**src/rtl/ddr_wr_arb.sv**
```systemverilog
// Two-requester round-robin write arbiter in front of a single DDR write port.
// Grants one full burst of BURST_LEN beats and forwards the owner's data one cycle later.
module ddr_wr_arb #(
    parameter int BURST_LEN = 16,
    parameter int DATA_W    = 32
) (
    input  logic              clk,
    input  logic              rst,
    input  logic              req_a,
    input  logic              req_b,
    output logic              ack_a,
    output logic              ack_b,
    input  logic [DATA_W-1:0] dout_a,
    input  logic [DATA_W-1:0] dout_b,
    input  logic [3:0]        strb_a,
    input  logic [3:0]        strb_b,
    input  logic              vout_a,
    input  logic              vout_b,
    output logic              ddr_req,
    input  logic              ddr_ack,
    output logic [DATA_W-1:0] ddr_dout,
    output logic [3:0]        ddr_strb,
    output logic              ddr_vout,
    output logic [1:0]        gnt,
    output logic              busy
);

    typedef enum logic [1:0] {
        IDLE = 2'd0,
        REQ  = 2'd1,
        DATA = 2'd2
    } state_t;

    localparam logic [8:0] LP_BURST = 9'(BURST_LEN);

    state_t              r_state;
    state_t              w_state_nxt;
    logic [1:0]          r_gnt;
    logic [1:0]          w_gnt_nxt;
    logic                r_last_b;
    logic                w_last_b_nxt;
    logic [7:0]          r_beat;
    logic [7:0]          w_beat_nxt;
    logic                w_sel_vout;
    logic [DATA_W-1:0]   w_sel_dout;
    logic [3:0]          w_sel_strb;
    logic                w_last_beat;
    logic                r_vld_p1;
    logic [DATA_W-1:0]   r_dout_p1;
    logic [3:0]          r_strb_p1;

    // Only the owner's lanes are looked at; the other requester is fully masked.
    assign w_sel_vout  = (r_gnt[0] & vout_a) | (r_gnt[1] & vout_b);
    assign w_sel_dout  = r_gnt[1] ? dout_b : dout_a;
    assign w_sel_strb  = r_gnt[1] ? strb_b : strb_a;
    assign w_last_beat = ({1'b0, r_beat} + 9'd1) == LP_BURST;

    always_comb begin
        w_state_nxt  = r_state;
        w_gnt_nxt    = r_gnt;
        w_last_b_nxt = r_last_b;
        w_beat_nxt   = r_beat;
        case (r_state)
            IDLE: begin
                // r_last_b=1 means b was served last, so a wins a tie.
                if (req_a && (!req_b || r_last_b)) begin
                    w_gnt_nxt   = 2'b01;
                    w_state_nxt = REQ;
                end else if (req_b) begin
                    w_gnt_nxt   = 2'b10;
                    w_state_nxt = REQ;
                end
            end
            REQ: begin
                if (ddr_ack) begin
                    w_beat_nxt  = 8'd0;
                    w_state_nxt = DATA;
                end
            end
            DATA: begin
                if (w_sel_vout) begin
                    w_beat_nxt = r_beat + 8'd1;
                    if (w_last_beat) begin
                        w_state_nxt  = IDLE;
                        w_gnt_nxt    = 2'b00;
                        w_last_b_nxt = r_gnt[1];
                    end
                end
            end
            default: begin
                w_state_nxt = IDLE;
                w_gnt_nxt   = 2'b00;
            end
        endcase
    end

    always_ff @(posedge clk) begin
        if (rst) begin
            r_state  <= IDLE;
            r_gnt    <= 2'b00;
            r_last_b <= 1'b1;
            r_beat   <= 8'd0;
        end else begin
            r_state  <= w_state_nxt;
            r_gnt    <= w_gnt_nxt;
            r_last_b <= w_last_b_nxt;
            r_beat   <= w_beat_nxt;
        end
    end

    // Stage p1: one-cycle registered copy of the owner's write lanes
    always_ff @(posedge clk) begin
        if (rst) begin
            r_vld_p1  <= 1'b0;
            r_dout_p1 <= '0;
            r_strb_p1 <= 4'h0;
        end else begin
            r_vld_p1 <= (r_state == DATA) && w_sel_vout;
            if (r_state == DATA) begin
                r_dout_p1 <= w_sel_dout;
                r_strb_p1 <= w_sel_strb;
            end
        end
    end

    assign ack_a    = (r_state == REQ) & ddr_ack & r_gnt[0];
    assign ack_b    = (r_state == REQ) & ddr_ack & r_gnt[1];
    assign ddr_req  = (r_state == REQ);
    assign ddr_dout = r_dout_p1;
    assign ddr_strb = r_strb_p1;
    assign ddr_vout = r_vld_p1;
    assign gnt      = r_gnt;
    assign busy     = (r_state != IDLE);

endmodule

```
**config.mk**
```make
export PLATFORM = sky130hd
export DESIGN_NAME = ddr_wr_arb
export DESIGN_NICKNAME = d
export VERILOG_FILES = /design/src/rtl/ddr_wr_arb.sv
export SDC_FILE = /design/constraint.sdc
export NUM_CORES = 1
export LEC_CHECK = 0
export BUFFER_PORTS_ARGS = -buffer_cell sky130_fd_sc_hd__buf_2
export CAP_MARGIN = 20
export CORE_AREA = 2 2 78 80
export CTS_BUF_LIST = sky130_fd_sc_hd__clkbuf_2 sky130_fd_sc_hd__clkbuf_4 sky130_fd_sc_hd__clkbuf_8
export DETAILED_ROUTE_END_ITERATION = 10
export DIE_AREA = 0 0 80 82
export GPL_TIMING_DRIVEN = 0
export PLACE_DENSITY_LB_ADDON = 0.15
export SYNTH_ARGS = -nofsm -noshare
export SYNTH_HDL_FRONTEND = slang
export SYNTH_SLANG_ARGS = --single-unit
```
**constraint.sdc**
```tcl
create_clock -name clk -period 1.6 [get_ports clk]
set_clock_uncertainty 0.2 [all_clocks]
set_input_delay 0.24 -clock clk [delete_from_list [all_inputs] [get_ports clk]]
set_output_delay 0.24 -clock clk [all_outputs]
set_load 0.02 [all_outputs]
```
### Word level (Yosys, flattened, before mapping)

Index checks and enable logic that the tools add are counted.

* mux-type cells: 14
* reduce and logical (&&, ||, !) cells: 11
* bitwise operators: 7
* eq/ne operators: 7
* add/subtract/negate cells: 2

Operators by type and width (count)
* 32-bit 2-to-1 mux: 1
* 8-bit 2-to-1 mux: 2
* 8-bit case mux with 2 select lines: 1
* 2-bit 2-to-1 mux: 7
* 2-bit case mux with 3 select lines: 2
* 8-bit by 1-bit adder with 9-bit output, second input constant: 1
* 9-bit by 5-bit == test with 1-bit output, second input constant: 1
* 8-bit by 1-bit adder with 8-bit output, second input constant: 1
* 4-bit AND reduction: 2
* 3-bit AND reduction: 2
* 1-bit AND: 5
* 4-bit 2-to-1 mux: 1
* 2-bit != test, second input constant: 2
* 2-bit nonzero test: 2
* 3-bit != test, second input constant: 1
* 2-bit by 1-bit == test with 1-bit output, second input constant: 1
* 2-bit == test, second input constant: 1
* 1-bit logical AND: 2
* 2-bit zero test: 1
* 2-bit by 1-bit != test with 1-bit output, second input constant: 1
* 1-bit zero test: 1
* 1-bit logical OR: 1
* 1-bit inverter: 1
* 1-bit OR: 1

* output and inout port bits: 43
* register bits: 50
* logic and storage cells: 48
* input port bits: 79

### Depth between registers and ports, before layout

* word-level depth: 5
* depth in mapped cells: 6
* depth with buffers taken out: 6

### Worst setup path after synthesis

No wires, ideal clock.

* path type: register to output
* start point: register r_state[0]
* end point: output ack_a
* stages on the path, launching flop included: 4
* path buffers: 0
* setup slack: -0.115 ns
* arrival: 1.275 ns
* cell sequence: dfxtp_1 -> nor2b_1 -> nand2_1 -> nor2_1

* word-level cells in the longest chain between the ends: 3

RTL lines
* from (decl): RTL line 36 `state_t r_state;`
* from (signal assigned): RTL line 104 `r_state <= w_state_nxt;`
* 2-bit by 1-bit == test with 1-bit output
* named net ddr_req: RTL line 19 `output logic ddr_req,`
* 1-bit AND (2 in a row): RTL line 126 `assign ack_a = (r_state == REQ) & ddr_ack & r_gnt[0];`
* to (decl): RTL line 11 `output logic ack_a,`

The timed path passes the listed nets, and every way through them passes these cells.

### Worst setup path in the final report

* start point: register r_beat[0]
* end point: register r_gnt[0], in the netlist gnt[0]

* word-level cells in the longest chain between the ends: 4

RTL lines
* from (decl): RTL line 42 `logic [7:0] r_beat;`
* from (signal assigned): RTL line 107 `r_beat <= w_beat_nxt;`
* 8-bit by 1-bit adder with 9-bit output: RTL line 56 `assign w_last_beat = ({1'b0, r_beat} + 9'd1) == LP_BURST;`
* 9-bit by 5-bit == test with 1-bit output: RTL line 56
* 2-bit != test (no source line)
* 4-bit AND reduction (no source line)
* to (signal assigned): RTL line 105 `r_gnt <= w_gnt_nxt;`
* to (decl): RTL line 38 `logic [1:0] r_gnt;`

Every way passes these cells.
A chain may end at the register's enable or synchronous reset.

==> results.toml <==
[pwr]
power_w = 0.002711
power_leakage_nw = 1.422
p_per_area_mw_per_mm2 = 797.8
ir_worst_vdd_v = 0.0003944

[global_route]
antenna_found_initial = 0
grt_max_degree = 20
grt-ovfl-total = 0
grt_pass1_wl_um = 9846
grt-busiest-layer = "met2"
grt_pass1_vias = 2146
met3_usage_pct = 4.615
grt.total_usage_pct = 19.07
use_met2_pct = 33.25
use_met1_pct = 23.59

[min_path]
hp-class = "in -> reg"

[clock_network]
cts_inserted_buffers = 5
clk_pin_slew_ns = 0.09
clk_latency_ns = 0.30
cts_buffer_depth = 2
cts_tree = "done"
cts_sinks = 50
htree_levels = 2
root_buffer = "clkbuf_8"

[die]
start_util_pct = 40.42
ios = 122
die_x_um = 80
core_mm2 = 0.005746
dieArea_mm2 = 0.006560
row_count = 28
die_h_um = 82

[finish]
antennaDiodeCount = 0
final_cells = 465
nets = 470
drive_above_1_share_pct = 47.69
fin_area_mm2 = 0.003398
syn2layout_area_growth_pct = 46.34

[placed_design]
dp_hpwl_um = 4729
port_buffers = 120
dp.cells = 451
place_area_mm2 = 0.003059
globalplace.congestion = 0.7855

[sta]
fin_tns_setup_ns = -0.3130
rsz0062_at_grt = "yes"
max_freq_ghz = 0.5904
period_minus_slack_ns = 1.694
hold_viol_final = 0
setup_ws_ns = -0.09370
slew_viol_final = 0
tightest_slew_ns = 0.4531
fin_crit_sh_pct = 105.9
finalSetupViolations = 6
slew_headroom_pct = 69.79
timing.hold.ws_ns = 0.06310

[flow_run]
max-cap-violations = 0

[drt]
via_per_inst = 4.953
dr.pass1.iters = 4
drtIter0Drc = 70
post_drt_wl_per_cell_um = 13.97
routed_wl_um = 6494
via_count = 2303
ant_nets = 0
drcViolationCount = 0

[setup_path]
cp-start-kind = "register"
cp-end-kind = "register"
required_ns = 1.62
critPathArrivalTime_ns = 1.71
worstSetupPathType = "reg -> reg"
critPathMaxFanout = 5

[yosys]
syn_area_per_cell_um2 = 9.071
synth_top_area_share_pct = 43.10
ys_ff_latch = 50
synth_area_mm2 = 0.002322
synth_top_area_cell = "dfxtp_1"
yosysSeqAreaShare_pct = 43.10
syn_nets = 336
yosys-top-cells-area = "dfxtp_1 43%, mux2i_1 16%, a211oi_1 12%"
yosys_warnings = 0
ys_types = 37
syn-instance-count = 256

[run_status]
failed_checks = "negative setup slack"
status = "finished with violations"
==> cell families after synthesis <==
kind of cell    share of synthesized area, %
compound gates                         19.40
xor+xnor                              0.3772
fa+ha+maj                             0.5387
buf+inv                                4.472
flops                                  43.10
mux                                    16.43
simple gates                           15.68
==> flip-flops by register name, summed over array words and instances, names as in the netlist <==
| name | flops |
|---|---|
| ddr_dout | 32 |
| r_beat | 8 |
| ddr_strb | 4 |
| gnt | 2 |
| r_state | 2 |
| ddr_vout | 1 |
| r_last_b | 1 |
==> timing repair <==
action,CTS,global route
pin swaps,2,10
hold buffers,1,0
buffers inserted,3,5
hold endpoints to repair,1,0
resized for setup,31,29
endpoints found under the setup margin,48,45
==> metrics by stage <==
step | setup slack, ns | util [%]
floorplan | 0.0004015 | -
global placement | -0.2866 | 53.24
detailed placement | -0.2814 | 53.24
CTS | -0.1064 | 56.77
global route | -0.1413 | 59.15
finish | -0.09370 | 59.15
==> critical path: stages, from the launching register on <==
cell	delay, ns
dfxtp_4	0.40
ha_4	0.16
nand3_2	0.10
or3_4	0.36
nand4_4	0.11
o21ai_4	0.08
o32ai_2	0.19
==> Yosys cell counts (all sizes together) <==
library cell,number
o21ai,10
dfxtp,50
and2,1
a31oi,2
mux2i,37
xor2,1
inv,5
or2,2
o32ai,2
nand4,2
o311ai,1
nor2,46
a21oi,8
clkbuf,9
nand3,5
or2b,1
nand2,8
nand3b,1
or3,1
mux2,1
and3,1
ha,1
a22oi,1
nand2b,5
o41ai,1
a211oi,37
nor2b,2
buf,9
nor3,3
o31ai,2
a22o,1
==> power breakdown <==
part	switching, W	total (W)	internal [W]
clock	0.000411	0.000729	0.000318
sequential	0.0000460	0.00135	0.00131
combinational	0.000344	0.000631	0.000287
total	0.000801	0.00271	0.00191
==> final timing paths <==
path	start	to	slack, ns	cells past startpoint
max	r_beat[0]$_SDFFE_PP0P_	gnt[0]$_SDFFE_PP0P_	-0.09	6
min	dout_a[22]	ddr_dout[22]$_SDFFE_PP0P_	0.06	3
max reg2reg	r_beat[0]$_SDFFE_PP0P_	gnt[0]$_SDFFE_PP0P_	-0.09	6
min reg2reg	ddr_dout[14]$_SDFFE_PP0P_	ddr_dout[14]$_SDFFE_PP0P_	0.30	2
==> cell usage in the layout, fill, tap and decap left out, drive strengths merged, types with 5 or more instances in the layout <==
cell	instances
buf	136
dfxtp	50
nor2	46
mux2i	37
a211oi	37
clkbuf	14
o21ai	10
a21oi	8
nand2	8
inv	5
nand2b	5
nand3	5
==> final cells by class <==
type	instances	area, um^2
inverters	5	18.77
flip-flops and latches	50	1028
clock inverters	1	7.507
fillers	539	2347
plain buffers	16	102.6
well taps	75	93.84
clock buffers	6	76.32
multi-input cells	183	1381
repair buffers	129	689.4
==> layer usage <==
layer  part of all wire (%)  up-vias
met5                      0        -
met4                   0.99        0
met3                    6.1        7
met2                     49       72
met1                     44     1029
li1                       -     1195
Power figures use the tool's default switching activity.
